## src/rtl/imem_loader.sv

```systemverilog
// imem_loader: framed byte-stream loader that writes 33-bit instructions into imem and holds the core in reset while loading
//   Frame: CNT_HI CNT_LO, then N instructions of NB bytes each, MSB first (first byte carries only instr[32]).
//   Optional trailing XOR checksum byte when IMEM_LOADER_CHECKSUM_EN is defined.
//   Ports: clk, rst (sync, active-high), load_start, rx_data/rx_valid/rx_ready (byte link),
//          imem_we/imem_addr/imem_wdata (imem write port), cpu_rst_o, load_done, load_err.
module imem_loader #(
  parameter int ADDR_W  = 9,
  parameter int INSTR_W = 33,
  parameter int DEPTH   = 512
) (
  input  logic               clk,
  input  logic               rst,
  input  logic               load_start,
  input  logic [7:0]         rx_data,
  input  logic               rx_valid,
  output logic               rx_ready,
  output logic               imem_we,
  output logic [ADDR_W-1:0]  imem_addr,
  output logic [INSTR_W-1:0] imem_wdata,
  output logic               cpu_rst_o,
  output logic               load_done,
  output logic               load_err
);
  localparam int NB = (INSTR_W + 7) / 8;
  localparam int AW = INSTR_W - 8;
  localparam logic [15:0] DEPTH16 = 16'(DEPTH);
  typedef enum logic [2:0] {IDLE, HDR0, HDR1, BYTES, WRITE, DONE, ERROR, CSUM} state_t;
  state_t      r_state;
  logic [15:0] r_cnt;
  logic [2:0]  r_bidx;
  logic [AW-1:0] r_asm;
  logic        w_acc;
  logic [15:0] w_n;
  assign w_acc = rx_valid && rx_ready;
  assign w_n   = {r_cnt[15:8], rx_data};
`ifdef IMEM_LOADER_CHECKSUM_EN
  logic [7:0] r_csum;
  // running XOR of every accepted byte; cleared whenever a new load begins
  always_ff @(posedge clk)
    if (rst || load_start && (r_state == IDLE || r_state == DONE || r_state == ERROR)) r_csum <= 8'd0;
    else if (w_acc) r_csum <= r_csum ^ rx_data;
`endif
  always_ff @(posedge clk) begin
    if (rst) begin
      r_state    <= IDLE;
      r_cnt      <= 16'd0;
      r_bidx     <= 3'd0;
      r_asm      <= '0;
      rx_ready   <= 1'b0;
      imem_we    <= 1'b0;
      imem_addr  <= '0;
      imem_wdata <= '0;
      cpu_rst_o  <= 1'b0;
      load_done  <= 1'b0;
      load_err   <= 1'b0;
    end else begin
      imem_we <= 1'b0;
      case (r_state)
        IDLE, DONE, ERROR: if (load_start) begin
          r_state   <= HDR0;
          r_bidx    <= 3'd0;
          rx_ready  <= 1'b1;
          imem_addr <= '0;
          cpu_rst_o <= 1'b1;
          load_done <= 1'b0;
          load_err  <= 1'b0;
        end
        HDR0: if (w_acc) begin
          r_cnt[15:8] <= rx_data;
          r_state     <= HDR1;
        end
        HDR1: if (w_acc) begin
          r_cnt[7:0] <= rx_data;
          if (w_n == 16'd0) begin
            r_state   <= DONE;
            rx_ready  <= 1'b0;
            cpu_rst_o <= 1'b0;
            load_done <= 1'b1;
          end else if (w_n > DEPTH16) begin
            r_state  <= ERROR;
            rx_ready <= 1'b0;
            load_err <= 1'b1;
          end else r_state <= BYTES;
        end
        BYTES: if (w_acc) begin
          r_asm <= {r_asm[AW-9:0], rx_data};
          if (r_bidx == 3'd0 && |rx_data[7:1]) begin
            r_state  <= ERROR;
            rx_ready <= 1'b0;
            load_err <= 1'b1;
          end else if (r_bidx == 3'(NB - 1)) begin
            // r_asm already holds the low bits of the first NB-1 bytes
            r_bidx     <= 3'd0;
            r_state    <= WRITE;
            rx_ready   <= 1'b0;
            imem_we    <= 1'b1;
            imem_wdata <= {r_asm, rx_data};
          end else r_bidx <= r_bidx + 3'd1;
        end
        WRITE: if (16'(imem_addr) + 16'd1 == r_cnt) begin
`ifdef IMEM_LOADER_CHECKSUM_EN
          r_state  <= CSUM;
          rx_ready <= 1'b1;
`else
          r_state   <= DONE;
          cpu_rst_o <= 1'b0;
          load_done <= 1'b1;
`endif
        end else begin
          imem_addr <= imem_addr + ADDR_W'(1);
          rx_ready  <= 1'b1;
          r_state   <= BYTES;
        end
`ifdef IMEM_LOADER_CHECKSUM_EN
        CSUM: if (w_acc) begin
          rx_ready <= 1'b0;
          if (rx_data == r_csum) begin
            r_state   <= DONE;
            cpu_rst_o <= 1'b0;
            load_done <= 1'b1;
          end else begin
            r_state  <= ERROR;
            load_err <= 1'b1;
          end
        end
`endif
        default: r_state <= IDLE;
      endcase
    end
  end
endmodule

```

## config.mk

```make
export PLATFORM = sky130hd
export DESIGN_NAME = imem_loader
export DESIGN_NICKNAME = d
export VERILOG_FILES = /design/src/rtl/imem_loader.sv
export SDC_FILE = /design/constraint.sdc
export NUM_CORES = 1
export LEC_CHECK = 0
export BUFFER_PORTS_ARGS = -buffer_cell sky130_fd_sc_hd__clkbuf_2
export CAP_MARGIN = 20
export CORE_MARGIN = 1
export CORE_UTILIZATION = 56
export DETAILED_ROUTE_END_ITERATION = 16
export GPL_ROUTABILITY_DRIVEN = 0
export PLACE_DENSITY = 0.82
export SLEW_MARGIN = 20
export SYNTH_ARGS = -nofsm -noshare
export SYNTH_HDL_FRONTEND = slang
export SYNTH_SLANG_ARGS = --single-unit
```

## constraint.sdc

```tcl
create_clock -name clk -period 3.2 [get_ports clk]
set_clock_uncertainty 0.2 [all_clocks]
set_input_delay 0.8 -clock clk [delete_from_list [all_inputs] [get_ports clk]]
set_output_delay 0.8 -clock clk [all_outputs]
set_load 0.005 [all_outputs]
```

# Word-level counts from Yosys, hierarchy flattened
# Index checks and enable logic that the tools add are counted.
# word_totals
ff_bits	94
inputBits	12
out_inout_bits	47
word_cells	106
# classes
n_addsub	3
n_lt_le_gt_ge	1
eq_ne	21
n_mux	43
bitwise	3
reduce_logical	23
# ops
op	count
$mux W3	13
$ne A2 B2 Y1 const B	11
$mux W1	21
$mux W9	2
$pmux W9 S2	1
$eq A10 B16 Y1	1
$gt A16 B10 Y1 const B	1
$logic_not A16 Y1	1
$pmux W3 S5	1
$reduce_and A7 Y1	2
$eq A3 B3 Y1 const B	4
$add A9 B1 Y10 const B	1
$reduce_and A5 Y1	2
$add A9 B1 Y9 const B	1
$pmux W1 S3	3
$reduce_and A4 Y1	2
$reduce_or A7 Y1	1
$eq A3 B2 Y1 const B	2
$logic_not A3 Y1	2
$ne A3 B3 Y1 const B	2
$pmux W3 S2	1
$reduce_and A2 Y1	3
$reduce_bool A3 Y1	2
$pmux W1 S4	1
9 further kinds	13

# Logic depth before layout (Yosys ltp)
# Gate-level depths: netlist of run 1.
# depth
depth_word	5
ltp_mapped	9
depth_no_buf	8

# Worst setup path before layout of run 1
# No wires, ideal clock.
# synth_path
path_type	input-to-reg
startpoint	input rx_data[4]
endpoint	register rx_ready
setup_time_ps	119
t_arrival_ps	2164
required_time_ps	2881
path_slack_ps	718
path_stages	7
path_buffers	0
path_cell_list	nor4_1 -> nand3_1 -> xor2_1 -> nand2_1 -> o311ai_0 -> a211oi_1 -> o221a_1
# synth_via
elab_chain_len	5
word_cells_on_any_way	12
# synth_lines
item	line_no	text
from (decl)	14	input logic [7:0] rx_data,
branches (longest 5 deep; another with $gt A16 B10 Y1)	-	
to (signal assigned)	62	rx_ready <= 1'b1;
to (signal assigned)	89	rx_ready <= 1'b0;
to (signal assigned)	95	rx_ready <= 1'b0;
to (decl)	16	output logic rx_ready,
# Several ways; the timed one is not identified. The select of a mux whose other input is x is not followed.
# A chain may end at the register's enable or synchronous reset.

# Worst setup path after layout of run 1
# layout_path
startpoint	register imem_addr[0]
endpoint	register imem_addr[0]
# layout_via
elab_chain_len	4
word_cells_on_any_way	7
# layout_lines
item	line_no	text
from (decl)	18	output logic [ADDR_W-1:0] imem_addr,
from (signal assigned)	110	imem_addr <= imem_addr + ADDR_W'(1);
$add A9 B1 Y10	100	WRITE: if (16'(imem_addr) + 16'd1 == r_cnt) begin
$eq A10 B16 Y1	100	
$ne A2 B2 Y1 (no source line)	-	
$reduce_and A3 Y1 (no source line)	-	
# Parallel ways exist; a longest one is shown, timed or not. The select of a mux whose other input is x is not followed.

==> results_dict.tcl, run 1 <==
set metrics [dict create \
    status "finished clean" \
    fin_nets 593 \
    syn-num-nets 548 \
    yosysUniqueCellTypes 56 \
    cts_max_path_buffers 2 \
    die_h_um 88.1 \
    p_per_area_nw_per_um2 565 \
    cts_resized 0 \
    ios 59 \
    end_kind "register" \
    fmax_ghz 0.350 \
    ir_drop_v 0.000370 \
    start_util_pct 57.6 \
    viasPerCell 5.74 \
    row_count 31 \
    critPathRequiredTime_ns 3.31 \
    fin_setup_tns_ns 0 \
    finalHoldViolCount 0 \
    rsz0062_at_grt "no" \
    cts_htree_levels 3 \
    ys_top_cells_by_count "nand2_1, dfxtp_1, a21oi_1, nor2_1, clkbuf_1" \
    seq_area_frac_synth_pct 45.3 \
    die_w_um 88.1 \
    setup_viol 0 \
    postPlaceCellArea_um2 4500 \
    tritoncts "yes" \
    post-cts-setup-buffer-count 0 \
    final.min_clock_period_ns 2.86 \
    synth-async-reset-ratio_pct 0 \
    yosysMostFrequentCell "nand2_1" \
    fin_cells 681 \
    yosys_most_used_dff "dfxtp_1" \
    cp_slowest_cell "nor4_1" \
    cts.sink_count 94 \
    area_delta_synth_final_pct 12.8 \
    hpwl_um 6710 \
    grt_usage_pct 26.8 \
    grt_antenna_before_repair 0 \
    crit_fanout 7 \
    worstSetupPathType "reg2reg" \
    crit_arrival_ns 2.96 \
    netlist_area_um2 4160 \
    synth_top_cell_by_area "dfxtp_1" \
    drt_wl_total_um 10000 \
    hold_class "reg2reg" \
    drcViolationCount 0 \
    clkTransAtPathRegs_ns 0.10 \
    postRouteAntennaNets 0 \
    synth_edf_count 0 \
    first_pass_iters 4 \
    wl_per_cell_um 14.7 \
    drv_slew 0 \
    die_area_um2 7770 \
    design_area_um2 4690 \
    synth_top_area_share_pct 45.3 \
    tightest_slew_ns 0.639 \
    slew_headroom_pct 57.3 \
    max_cap_violations 0 \
    postCtsHoldBufs 0 \
    grt_pass1_vias 3401 \
    critPathTopFamily "simple AND/OR/NAND/NOR gates" \
    clk_latency_ns 0.36 \
    cts_root_buf "clkbuf_8" \
    grt_max_degree 48 \
    n_antenna_cell 0 \
    placed_cells 665 \
    synth.avg_cell_area_um2 7.81 \
    leakage_nw 1.75 \
    port_buffers 58 \
    drive_gt1_share_pct 15.6 \
    cts_buffers 9 \
    crit_chain "ha_1 > and2_1 > xnor2_1 > a31oi_1 > nor4_1 > a21oi_1 > nor2_1 > mux2_2" \
    dr_total_vias 3907 \
    slowest_delay_ns 0.47 \
    synthCells 532 \
    cp_num_buf_inv 0 \
    grt_pass1_wl_um 16200 \
    synth-seq-cells 94 \
    start_kind "register" \
    drtIter0Drc 348 \
    core_um2 7210 \
    yosys_warnings 0 \
    grt_overflow 0 \
    fin_crit_sh_pct 89.2 \
    synth_area_leaders "dfxtp_1, nand2_1, a21oi_1, nor2_1, mux2i_1" \
]
## final cells by class
| cell class | instances | area (µm²) |
|---|---|---|
| tap | 99 | 124 |
| clock buffer | 9 | 124 |
| multi-input combinational | 396 | 2100 |
| timing repair buffer | 67 | 358 |
| clock inverter | 7 | 68.8 |
| sequential | 94 | 1880 |
| fill | 634 | 2530 |
| inverter | 9 | 33.8 |
## final timing paths
kind	start	end	slack [ns]	depth (start not counted)
worst max-delay path	imem_addr[0]	imem_addr[0]	0.34	8
worst max register to register	imem_addr[0]	imem_addr[0]	0.34	8
worst min register to register	r_asm[20]	imem_wdata[28]	0.26	2
worst min-delay path	r_asm[20]	imem_wdata[28]	0.26	2
## registers in the layout, summed over array words and instances (netlist names)
| signal | cells |
|---|---|
| cpu_rst_o | 1 |
| imem_addr | 9 |
| imem_wdata | 33 |
| imem_we | 1 |
| load_done | 1 |
| load_err | 1 |
| r_asm | 25 |
| r_bidx | 3 |
| r_cnt | 16 |
| r_state | 3 |
| rx_ready | 1 |
## cells in the final DEF, fill, tap and decap left out, types with 3 or more instances in the layout
master      n
a21oi_1    76
and2_1      4
nand2b_1    3
buf_4       9
xor2_1      5
or3_1       3
a21o_1      3
nor3_1     11
clkbuf_8    9
o22ai_1     5
a211o_1     4
o21ai_0     8
o21a_1      3
nand3_1    10
nor2b_1     5
ha_1        3
nor4_1      4
inv_1       9
clkbuf_2   58
nor2_1     31
mux2i_1     9
and3_1      6
nor3b_1     4
xnor2_1     7
nand4_1     3
nand2_1   152
and4_1      3
dfxtp_1    94
a311oi_1    3
a31oi_1     3
## metrics by stage
stage	util [%]	total power [mW]	hold WS [ns]	setup WS [ns]
6_report	65.0	2.65	0.257	0.345
5_1_grt	65.0	2.78	0.274	0.162
3_5_place_dp	62.3	1.89	0.244	0.259
3_3_place_gp	62.3	1.87	0.240	0.277
4_1_cts	65.0	2.64	0.259	0.399
2_1_floorplan	-	1.74	0.232	0.718
## cell families after synthesis
kind of cell,count (synthesis),share of synthesized area [%]
XOR/XNOR,12,2.53
multiplexers,11,2.71
adder cells (fa/ha/maj),4,1.39
flip-flops,94,45.3
AND/OR/NAND/NOR,246,26.0
AO/OA/AOI/OAI,123,17.8
buffers and inverters,42,4.28
## worst reg2reg max path, cell delays in order, from the launching register on
cell	delay, ns
dfxtp_1	0.44
ha_1	0.32
and2_1	0.26
xnor2_1	0.15
a31oi_1	0.12
nor4_1	0.47
a21oi_1	0.24
nor2_1	0.37
mux2_2	0.23
## per-layer routing
layer	track usage, %	wire length, µm	vias up
met1	37.6	4590	1831
met3	6.41	686	14
met4	7.18	130	0
met2	41.4	4620	152
li1	-	-	1910
met5	0	0	-
## where the power goes
part | switching, mW | leakage (nW) | internal [mW]
Clock | 0.455 | 0.0964 | 0.302
Combinational | 0.361 | 0.896 | 0.233
Sequential | 0.0850 | 0.758 | 1.21
Total | 0.901 | 1.75 | 1.75
Note: power is estimated with default switching activity, not from simulation.
==> run 2: changes to the inputs <==
- CORE_UTILIZATION: 56 -> 37
- PLACE_DENSITY: 0.82 -> 0.6
==> results_dict.tcl, run 2 (same netlist as run 1, synthesis figures left out) <==
set metrics [dict create \
    status "finished clean" \
    cp_slowest_cell "nor4_1" \
    grt_pass1_wl_um 17500 \
    drt_wl_total_um 10400 \
    postRouteAntennaNets 0 \
    row_count 38 \
    postCtsHoldBufs 0 \
    cts_buffers 9 \
    largest_register_ffs 33 \
    grt_antenna_before_repair 0 \
    port_buffers 58 \
    setup_viol 0 \
    slowest_delay_ns 0.46 \
    crit_fanout 7 \
    grt_overflow 0 \
    clk_latency_ns 0.36 \
    fin_ws_ns 0.378 \
    ir_drop_v 0.000278 \
    grtUsageMet3_pct 3.74 \
    cts_resized 0 \
    drv_slew 0 \
    drive_gt1_share_pct 15.5 \
    fin_crit_sh_pct 88.2 \
    die_area_um2 11700 \
    n_antenna_cell 0 \
    tritoncts "yes" \
    p_per_area_nw_per_um2 580 \
    reg2reg_slack_ns 0.38 \
    top_usage_layer "met2" \
    regMostFlops "imem_wdata" \
    hpwl_um 7410 \
    critPathRequiredTime_ns 3.30 \
    num-fill-cells 1098 \
    hold_slack_ns 0.259 \
    start_util_pct 38.2 \
    fin_setup_tns_ns 0 \
    crit_chain "ha_1 > and2_1 > xnor2_1 > a31oi_1 > nor4_1 > a21oi_1 > nor2_1 > mux2_2" \
    drtIter0Drc 234 \
    cts_max_path_buffers 2 \
    die_h_um 108 \
    worstSetupEndpoint "imem_addr[0]" \
    dr_total_vias 3805 \
    crit_arrival_ns 2.92 \
    start_kind "register" \
    area_delta_synth_final_pct 14.9 \
    tightest_slew_ns 0.680 \
    cts_htree_levels 3 \
    crit_path_start "imem_addr[0]" \
    core_um2 10900 \
    cts_root_buf "clkbuf_8" \
    die_w_um 108 \
    fmax_ghz 0.354 \
    critPathTopFamily "simple AND/OR/NAND/NOR gates" \
    first_pass_iters 5 \
    rsz0062_at_grt "no" \
    layout_commonest_cell "nand2_1" \
    worstSetupPathType "reg2reg" \
    leakage_nw 1.77 \
    rr_worst_depth 8 \
    hold_class "reg2reg" \
    cts.sink_count 94 \
    drcViolationCount 0 \
    fin_nets 593 \
    met2_usage_pct 29.0 \
    final.min_clock_period_ns 2.82 \
    final_cell_mix "nand2_1, dfxtp_1, a21oi_1" \
    r2r_end "imem_addr[0]" \
    slew_headroom_pct 54.7 \
    fin_cells 721 \
    grt_usage_pct 19.2 \
    finalHoldViolCount 0 \
    crit_cells 8 \
    post-cts-setup-buffer-count 0 \
    placed_cells 706 \
    use_met1_pct 27.4 \
    cp_num_buf_inv 0 \
    wl_per_cell_um 14.4 \
    grt_pass1_vias 3525 \
    end_kind "register" \
    whs_path_depth 2 \
    clkTransAtPathRegs_ns 0.08 \
    multi_input_area_um2 2100 \
    dp_slack_ns 0.172 \
    ios 59 \
    seqCellArea_um2 1880 \
    viasPerCell 5.28 \
    reg_top3 "imem_wdata x33, r_asm x25, r_cnt x16" \
    max_cap_violations 0 \
    r2r_start "imem_addr[0]" \
    grt_max_degree 66 \
]
run 2: changes by cell type in the layout (fill, tap and decap cells not counted), sizes merged:
cell / before / now
bufinv: 0 / 2
clkbuf: 67 / 69
clkinv: 3 / 1
inv: 12 / 10
clkinvlp: 1 / 0
run 2: stage by stage:
| stage | util [%] | cell area, µm² | power (mW) |
|---|---|---|---|
| after global placement | 41.8 | 4550 | 1.88 |
| after CTS | 43.9 | 4780 | 2.79 |
| final | 43.9 | 4780 | 2.77 |
| after detailed placement | 41.8 | 4550 | 1.89 |
| after floorplan | - | 4160 | 1.74 |
| after global routing | 43.9 | 4780 | 2.93 |
run 2: worst min-delay path by stage:
stage	startpoint	to	slack, ns
after CTS	r_asm[19]	imem_wdata[27]	0.26
after global placement	r_asm[19]	imem_wdata[27]	0.24
after global routing	imem_wdata[10]	imem_wdata[10]	0.28
final	imem_wdata[3]	imem_wdata[3]	0.26
after floorplan	r_asm[17]	imem_wdata[25]	0.23
after detailed placement	r_asm[19]	imem_wdata[27]	0.25
run 2: area by class of cell:
class / count / area share, %
Multi-Input combinational cell: 396 / 43.9
Sequential cell: 94 / 39.4
Timing Repair Buffer: 67 / 7.49
Tap cell: 140 / 3.67
Clock buffer: 11 / 3.17
Clock inverter: 4 / 1.62
Inverter: 9 / 0.707
run 2: routing by layer:
| metal | share of wire [%] | wire (µm) |
|---|---|---|
| met1 | 50 | 5140 |
| met2 | 45 | 4630 |
| met3 | 4.9 | 513 |
| met4 | 0.84 | 87 |
| met5 | 0 | 0 |
run 2: worst min-delay path, stage by stage (launching register included):
cell	delay, ns
dfxtp_1	0.32
nand2_1	0.05
a21oi_1	0.05
run 2: power breakdown:
part           internal, mW  leakage [nW]  total (mW)  switching (mW)
Clock                 0.483         0.116       0.899           0.416
Sequential             1.21         0.758        1.30          0.0811
Combinational         0.233         0.896       0.576           0.343
